==> src/rtl/m_wb_uart.sv <==
// Wishbone classic 8N1 UART, runtime baud divisor; bus ACK one wait state after STB.
// No bus backpressure: TX writes while busy are dropped (txovr), unread RX bytes are overwritten (rxovr).
module m_wb_uart #(
  parameter int unsigned DIVISOR = 104
) (
  input  logic        CLK_I,
  input  logic        RST_I,
  input  logic        CYC_I,
  input  logic        STB_I,
  input  logic        WE_I,
  input  logic [1:0]  ADR_I,
  input  logic [31:0] DAT_I,
  input  logic [3:0]  SEL_I,
  output logic [31:0] DAT_O,
  output logic        ACK_O,
  input  logic        usartRX,
  output logic        usartTX,
  output logic        rxirq
);

  typedef enum logic [1:0] {TX_IDLE, TX_START, TX_DATA, TX_STOP} tx_state_t;
  typedef enum logic [2:0] {RX_IDLE, RX_START, RX_DATA, RX_STOP, RX_BREAK} rx_state_t;

  tx_state_t   tx_state;
  rx_state_t   rx_state;
  logic [15:0] div, tx_cnt, rx_cnt;
  logic [2:0]  tx_bit, rx_bit;
  logic [7:0]  tx_shift, rx_shift, rxbyte;
  logic        rx_s1, rxd;
  logic        rxvalid, rxovr, ferr, txovr;

  logic bus_hit, wr, rd, wr_data, rd_data, wr_stat;
  logic txbusy, tx_done, tx_load, tx_drop, rx_store, rx_ferr;
  logic unused_bits;

  assign bus_hit = CYC_I & STB_I & ~ACK_O;
  assign wr      = bus_hit & WE_I;
  assign rd      = bus_hit & ~WE_I;
  assign wr_data = wr & (ADR_I == 2'd0) & SEL_I[0];
  assign rd_data = rd & (ADR_I == 2'd0);
  assign wr_stat = wr & (ADR_I == 2'd1) & SEL_I[0];

  // A write landing on the stop bit's final cycle starts the next frame back to back.
  assign txbusy  = (tx_state != TX_IDLE);
  assign tx_done = (tx_state == TX_STOP) && (tx_cnt == 16'd0);
  assign tx_load = wr_data & (~txbusy | tx_done);
  assign tx_drop = wr_data & ~tx_load;

  assign rx_store = (rx_state == RX_STOP) && (rx_cnt == 16'd0) && rxd;
  assign rx_ferr  = (rx_state == RX_STOP) && (rx_cnt == 16'd0) && ~rxd;
  assign rxirq    = rxvalid;

  assign unused_bits = ^{DAT_I[31:16], SEL_I[3:2]};

  always_ff @(posedge CLK_I or negedge RST_I) begin
    if (!RST_I) begin
      tx_state <= TX_IDLE;
      tx_cnt   <= 16'd0;
      tx_bit   <= 3'd0;
      tx_shift <= 8'd0;
      usartTX  <= 1'b1;
    end else if (tx_load) begin
      tx_state <= TX_START;
      tx_cnt   <= div - 16'd1;
      tx_bit   <= 3'd0;
      tx_shift <= DAT_I[7:0];
      usartTX  <= 1'b0;
    end else begin
      case (tx_state)
        TX_IDLE: usartTX <= 1'b1;
        TX_START: begin
          if (tx_cnt == 16'd0) begin
            tx_state <= TX_DATA;
            tx_cnt   <= div - 16'd1;
            usartTX  <= tx_shift[0];
          end else tx_cnt <= tx_cnt - 16'd1;
        end
        TX_DATA: begin
          if (tx_cnt == 16'd0) begin
            tx_cnt <= div - 16'd1;
            if (tx_bit == 3'd7) begin
              tx_state <= TX_STOP;
              usartTX  <= 1'b1;
            end else begin
              tx_bit   <= tx_bit + 3'd1;
              tx_shift <= {1'b0, tx_shift[7:1]};
              usartTX  <= tx_shift[1];
            end
          end else tx_cnt <= tx_cnt - 16'd1;
        end
        TX_STOP: begin
          if (tx_cnt == 16'd0) tx_state <= TX_IDLE;
          else tx_cnt <= tx_cnt - 16'd1;
        end
      endcase
    end
  end

  // Synchroniser idles high so reset never looks like a start bit.
  always_ff @(posedge CLK_I or negedge RST_I) begin
    if (!RST_I) begin
      rx_s1 <= 1'b1;
      rxd   <= 1'b1;
    end else begin
      rx_s1 <= usartRX;
      rxd   <= rx_s1;
    end
  end

  always_ff @(posedge CLK_I or negedge RST_I) begin
    if (!RST_I) begin
      rx_state <= RX_IDLE;
      rx_cnt   <= 16'd0;
      rx_bit   <= 3'd0;
      rx_shift <= 8'd0;
    end else begin
      case (rx_state)
        RX_IDLE: begin
          if (!rxd) begin
            rx_state <= RX_START;
            rx_cnt   <= div >> 1;
          end
        end
        RX_START: begin
          if (rx_cnt == 16'd0) begin
            rx_state <= rxd ? RX_IDLE : RX_DATA;
            rx_cnt   <= div - 16'd1;
            rx_bit   <= 3'd0;
          end else rx_cnt <= rx_cnt - 16'd1;
        end
        RX_DATA: begin
          if (rx_cnt == 16'd0) begin
            rx_shift <= {rxd, rx_shift[7:1]};
            rx_cnt   <= div - 16'd1;
            if (rx_bit == 3'd7) rx_state <= RX_STOP;
            else rx_bit <= rx_bit + 3'd1;
          end else rx_cnt <= rx_cnt - 16'd1;
        end
        RX_STOP: begin
          if (rx_cnt == 16'd0) rx_state <= rxd ? RX_IDLE : RX_BREAK;
          else rx_cnt <= rx_cnt - 16'd1;
        end
        RX_BREAK: if (rxd) rx_state <= RX_IDLE;
        default: rx_state <= RX_IDLE;
      endcase
    end
  end

  // Flag updates: a new set always beats a same-edge clear.
  always_ff @(posedge CLK_I or negedge RST_I) begin
    if (!RST_I) begin
      ACK_O   <= 1'b0;
      DAT_O   <= 32'd0;
      div     <= 16'(DIVISOR);
      rxbyte  <= 8'd0;
      rxvalid <= 1'b0;
      rxovr   <= 1'b0;
      ferr    <= 1'b0;
      txovr   <= 1'b0;
    end else begin
      ACK_O <= CYC_I & STB_I & ~ACK_O;
      if (rd) begin
        case (ADR_I)
          2'd0:    DAT_O <= {23'd0, rxvalid, rxbyte};
          2'd1:    DAT_O <= {27'd0, txovr, ferr, rxovr, rxvalid, txbusy};
          2'd2:    DAT_O <= {16'd0, div};
          default: DAT_O <= 32'd0;
        endcase
      end
      if (wr && ADR_I == 2'd2) begin
        if (SEL_I[0]) div[7:0]  <= DAT_I[7:0];
        if (SEL_I[1]) div[15:8] <= DAT_I[15:8];
      end
      if (rx_store) rxbyte <= rx_shift;
      rxvalid <= rx_store | (rxvalid & ~rd_data);
      rxovr   <= (rx_store & rxvalid & ~rd_data) | (rxovr & ~(wr_stat & DAT_I[2]));
      ferr    <= rx_ferr | (ferr & ~(wr_stat & DAT_I[3]));
      txovr   <= tx_drop | (txovr & ~(wr_stat & DAT_I[4]));
    end
  end

endmodule

==> config.mk <==
export PLATFORM = sky130hd
export DESIGN_NAME = m_wb_uart
export DESIGN_NICKNAME = d
export VERILOG_FILES = /design/src/rtl/m_wb_uart.sv
export SDC_FILE = /design/constraint.sdc
export NUM_CORES = 1
export LEC_CHECK = 0
export ABC_AREA = 1
export CORE_AREA = 8 8 112 114
export DETAILED_ROUTE_END_ITERATION = 16
export DIE_AREA = 0 0 120 122
export HOLD_SLACK_MARGIN = 0.15
export PLACE_DENSITY = 0.85
export SLEW_MARGIN = 20
export SYNTH_ARGS = -nofsm -noshare
export SYNTH_HDL_FRONTEND = slang
export SYNTH_SLANG_ARGS = --single-unit
==> constraint.sdc <==
create_clock -name CLK_I -period 2.8 [get_ports CLK_I]
set_input_delay 0.28 -clock CLK_I [delete_from_list [all_inputs] [get_ports CLK_I]]
set_output_delay 0.28 -clock CLK_I [all_outputs]
set_load 0.01 [all_outputs]
* Word level (Yosys, flattened, before mapping)
Cells that the tools add are included.
Cells by class: add/subtract/negate cells 5, eq/ne operators 25, mux-type cells 41, bitwise gates (word level) 34, reduce and logical (&&, ||, !) cells 30
Operators by type and width (number):
- 16-bit 2-to-1 mux | 6
- 16-bit one-hot mux with 3 select lines | 2
- 16-bit by 1-bit subtractor with 16-bit output, second input constant | 3
- 3-bit 2-to-1 mux | 14
- 16-bit zero test | 2
- 8-bit 2-to-1 mux | 4
- 16-bit one-hot mux with 2 select lines | 1
- 1-bit AND | 20
- 2-bit != test, second input constant | 8
- 3-bit one-hot mux with 5 select lines | 1
- 2-bit 2-to-1 mux | 6
- 3-bit != test, second input constant | 4
- 3-bit equality test, second input constant | 3
- 1-bit inverter | 9
- 3-bit AND reduction | 3
- 2-bit AND reduction | 4
- 2-bit nonzero test | 4
- 4-bit nonzero test | 2
- 3-bit by 1-bit adder with 3-bit output, second input constant | 2
- 2-bit equality test, second input constant | 3
- 3-bit by 2-bit equality test with 1-bit output, second input constant | 2
- 2-bit one-hot mux with 3 select lines | 1
- 3-bit one-hot mux with 2 select lines | 1
- 6-bit AND reduction | 1
- 14 further kinds | 29
Word-level totals: register bits after elaboration 123, input port bits 44, output and inout port bits 35, logic and storage cells 155

* Longest topological paths before layout
word-level depth 9, mapped depth 13, gate-level depth less buffers 13

* Worst setup path before layout
OpenSTA, ideal clock, no wires.
path type reg-to-reg, start register tx_cnt[0], end register tx_cnt[9], arrival 1.608 ns, setup slack 1.075 ns, stages on the path, launching flop included 14, buffers on the path 2, period minus slack after synthesis 1.725 ns, cell sequence dfrtp_1 > inv_1 > ha_1 > nand2_2 > nor2_2 > nand3_2 > nand2_2 > nand2_4 > o21ai_2 > buf_6 > buf_6 > nand2_1 > nand3_1 > nand2_1
On the way: longest elaborated chain between the ends 6, elaborated cells on any way between the ends 12, classes of those cells add/sub: 1; eq/ne: 1; mux: 4; bitwise: 2; reduce/logical: 4
RTL lines:
- start, declared | line 26 | logic [15:0] div, tx_cnt, rx_cnt;
- start signal, assigned | line 64 | tx_cnt <= div - 16'd1;
- start signal, assigned | line 74 | tx_cnt <= div - 16'd1;
- start signal, assigned | line 76 | end else tx_cnt <= tx_cnt - 16'd1;
- branches (longest 6 deep; another with 16-bit by 1-bit subtractor with 16-bit output)
Parallel ways; which one is timed is not known. The select of a mux whose other input is x is not followed. A chain may end at the register's enable or synchronous reset.

* Final worst setup path
start register tx_cnt[0], end register tx_cnt[12]
Same word-level chain as after synthesis.

==> out/summary.md <==
In this run, the number of DRC markers left after iteration 0 of detailed routing was 419. In this design, the critical path's most frequently occurring cell is sky130_fd_sc_hd__nand2_2. For the starting density of the core, the log shows 0.598. The final layout contains 969 nets. The finished layout cell area was 7130 µm². CTS saw 107 sinks. At the pin with the least slew margin, the transition time is 0.835 ns. The tools report the via count of the first global-routing pass as 5487. The synthesized design contains 107 register bits. Detailed routing inserted a total of 5747 vias.

The number of input and output port buffers inserted was 44; the count of final max-slew check failures was 0. The final worst-path cycle share came out at 0.841. Data on the critical path arrives at its endpoint at 2.65 ns.

The run gives 0.542 mV as the maximum vdd drop. From bottom edge to top edge, the die measures 122 µm. The total instance count after detailed placement is 1041. Layout filler cell count: 906. The worst setup path is launched from a flip-flop. The run gives 64 as the pin count of the biggest net entering global routing. The first global-routing pass estimated 26400 µm of wire. The global router's overall resource usage came out at 0.222. The leading cell type by number of instances after synthesis is sky130_fd_sc_hd__nand2_1. The tightest slew margin relative to the limit came out at 0.443. Setup repair after global routing left no endpoint under its margin. Summed over all layers, the routed wires come to 15600 µm. TritonCTS created 9 clock buffers.

Number of flops mapped to enable cells by yosys: 0. For the share of the core filled with cells, the log shows 0.666. The longest clock path from root to sink contains 2 buffers.

The H-tree generated during clock tree synthesis spans 3 levels. In this run the standard cell core region covers 10700 µm². The share of synthesized flip-flops with an asynchronous set or reset is 1.00. By count the netlist is led by 234 x sky130_fd_sc_hd__nand2_1, 117 x sky130_fd_sc_hd__nor2_1, 101 x sky130_fd_sc_hd__dfrtp_1.

The tools report the total inserted antenna cells as 0. In this run the cell area of the synthesized design comes to 6390 µm². The sequential area share after synthesis was 0.420; the number of design rule violations left after detail routing was 0. The type of element capturing the critical path was a flip-flop. The run finished with clean final reports. Cell with the biggest individual delay on the critical path: sky130_fd_sc_hd__dfrtp_1.

Pin placement for this block handled 79 I/O pins. After synthesis, the cell types taking the most area are sky130_fd_sc_hd__dfrtp_1 40%, sky130_fd_sc_hd__nand2_1 14%, sky130_fd_sc_hd__nor2_1 6.9%, sky130_fd_sc_hd__nand3_1 5.3%, sky130_fd_sc_hd__inv_1 5.0%. For the static leakage, the log shows 3.47 nW.

The first TritonRoute pass finished after 5 iterations. Biggest fanout along the worst timing path: 21. The critical path is of the flip-flop to flip-flop type. In this run, post-CTS repair resized a total of 0 instances. After global routing the overflow that remains totals 0. The highest cell delay on the worst timing path is 0.42 ns. The mean number of vias per cell is 5.43. The min-delay analysis places its worst path in the category primary input to flip-flop.

The floorplan step defined a die boundary enclosing 14600 µm². The max-capacitance violation count was 0. The floorplan has 38 rows. Number of nets with antenna violations after detailed routing: 0. Each instance of the synthesized netlist takes up on average 7.38 µm². The area share of the largest cell type after synthesis works out to 0.395. The largest total area in the synthesized netlist belongs to sky130_fd_sc_hd__dfrtp_1. In the final routed layout, each cell accounts on average for 14.8 µm. The clock transition at the registers of the reported paths is 0.11 ns. The initial antenna violation count is 0. The tools report the final hold slack as 0.275 ns. The run gives 2690 µm² as the area used by sequential logic in the layout.

The Yosys step of the flow raised 0 warnings. For the least setup slack across all paths after layout, the log shows 0.446 ns. The area growth from synthesis to layout is 11.5%. For the placed wire-length estimate, the log shows 11800 µm.

The worst clock skew on the final layout was 0.00593 ns. Timing would allow up to 425 MHz. TritonCTS built the clock tree. Setup-violating endpoint count in the final report: 0. Summing all placed instances gives a cell area of 6910 µm². The critical path goes through inv_1 > ha_1 > nand2_2 > inv_2 > nand2_2 > nor3_4 > nand3_1 > nand2_2 > inv_2 > nand3b_1 > nand2_1. Share of cells above drive strength 1: 0.0817. In this run the power density over the cells is 515 nW/µm². The worst setup slack before clock tree synthesis is 0.433 ns, and the minimum period implied by the final worst setup slack is 2.35 ns. Among all flip-flop cells after synthesis, the most frequent one is sky130_fd_sc_hd__dfrtp_1. The global placer's final weighted congestion was 0.948; the floorplan die width was 120 µm. Synthesis handed over a netlist of 866 instances. Setup total negative slack on the finished layout was measured at 0 ns. The multi-input combinational cells in the finished layout cover a total of 3170 µm².

The completed layout was analyzed and its total power is 3.67 mW. The logs give 0 for the number of hold-slack violations in the final timing report and 1058 for the final standard cell count with taps included and fillers excluded. The tools report the insertion delay to the later sink of the worst-skew pair as 0.39 ns.

In this run the clock root is driven by a sky130_fd_sc_hd__clkbuf_8. After synthesis, the netlist uses 43 different library cells. At the worst endpoint, the required time is 3.09 ns.
## layer usage
metal | track usage | routed length (µm) | vias to the layer above
met5 | 0 | 0 | -
met4 | 0.0835 | 410 | 0
met2 | 0.360 | 7210 | 196
met1 | 0.282 | 7180 | 2688
li1 | - | - | 2830
met3 | 0.0565 | 840 | 33
## power breakdown
part | switching [mW] | internal [mW]
Clock | 0.621 | 0.358
Sequential | 0.164 | 1.70
Combinational | 0.502 | 0.320
Total | 1.29 | 2.38
## cell usage in the layout (no fill, tap or decap), drive strengths merged
cell type / synthesis / final
a21boi: 2 / 2
a21oi: 18 / 18
a221oi: 4 / 4
a22oi: 3 / 3
a31oi: 2 / 2
buf: 27 / 13
clkbuf: 9 / 9
clkdlybuf4s50: 0 / 43
clkinv: 0 / 5
conb: 1 / 16
dfrtp: 101 / 101
dfstp: 6 / 6
dlygate4sd3: 0 / 1
ha: 12 / 12
inv: 94 / 96
mux2: 1 / 1
nand2: 243 / 243
nand3: 70 / 70
nand3b: 6 / 6
nand4: 6 / 6
nor2: 132 / 132
nor3: 9 / 9
nor4: 2 / 2
o211ai: 6 / 6
o21ai: 63 / 63
o221ai: 3 / 3
o22ai: 1 / 1
o311ai: 1 / 1
o31ai: 7 / 7
or2: 3 / 3
or3: 1 / 1
xnor2: 11 / 11
xor2: 22 / 22
## cell type report
cell class                      count  area share
Timing Repair Buffer               57      0.0755
Clock inverter                      7      0.0121
Inverter                           94      0.0495
Sequential cell                   107       0.377
Clock buffer                        9      0.0174
Multi-Input combinational cell    644       0.444
Tap cell                          140      0.0246
## cells by family after synthesis
family / synth area share
AOI/OAI and AO/OA: 0.0990
other: 0.000587
adders and majority gates: 0.0235
xor gates and xnor gates: 0.0452
and+or+nand+nor: 0.317
DFF: 0.420
buffers and inverters: 0.0932
muxes: 0.00176
## flip-flops by register name, summed over array words and instances, names as in the netlist, 2 cells and up
| name | cells |
|---|---|
| tx_bit | 3 |
| rx_shift | 8 |
| rxbyte | 8 |
| rx_cnt | 16 |
| tx_state | 2 |
| tx_shift | 8 |
| DAT_O | 16 |
| rx_state | 3 |
| rx_bit | 3 |
| tx_cnt | 16 |
| div | 16 |
## critical path: cells and delay by family (launching register included)
kind / cells / cell delay, ns
flip-flops: 1 / 0.42
buffers and inverters: 3 / 0.38
AND/OR/NAND/NOR: 7 / 1.25
adder cells (fa/ha/maj): 1 / 0.20
## what timing repair did
action	CTS	global route
setup buffers	0	0
hold endpoints to repair	55	0
hold buffers	1	0
## path summary, 6_finish.rpt
| path | startpoint | end | slack, ns | cells past startpoint |
|---|---|---|---|---|
| hold reg to reg | rx_s1$_DFF_PN1_ | rxd$_DFF_PN1_ | 0.36 | 0 |
| setup / recovery | tx_cnt[0]$_DFFE_PN0P_ | tx_cnt[12]$_DFFE_PN0P_ | 0.45 | 11 |
| setup reg to reg | tx_cnt[0]$_DFFE_PN0P_ | tx_cnt[12]$_DFFE_PN0P_ | 0.45 | 11 |
| max in group asynchronous | RST_I | rx_s1$_DFF_PN1_ | 1.51 | 3 |
| hold / removal | usartRX | rx_s1$_DFF_PN1_ | 0.28 | 1 |
| min in group asynchronous | RST_I | div[11]$_DFFE_PN0P_ | 0.52 | 2 |
Power figures use the tool's default switching activity.
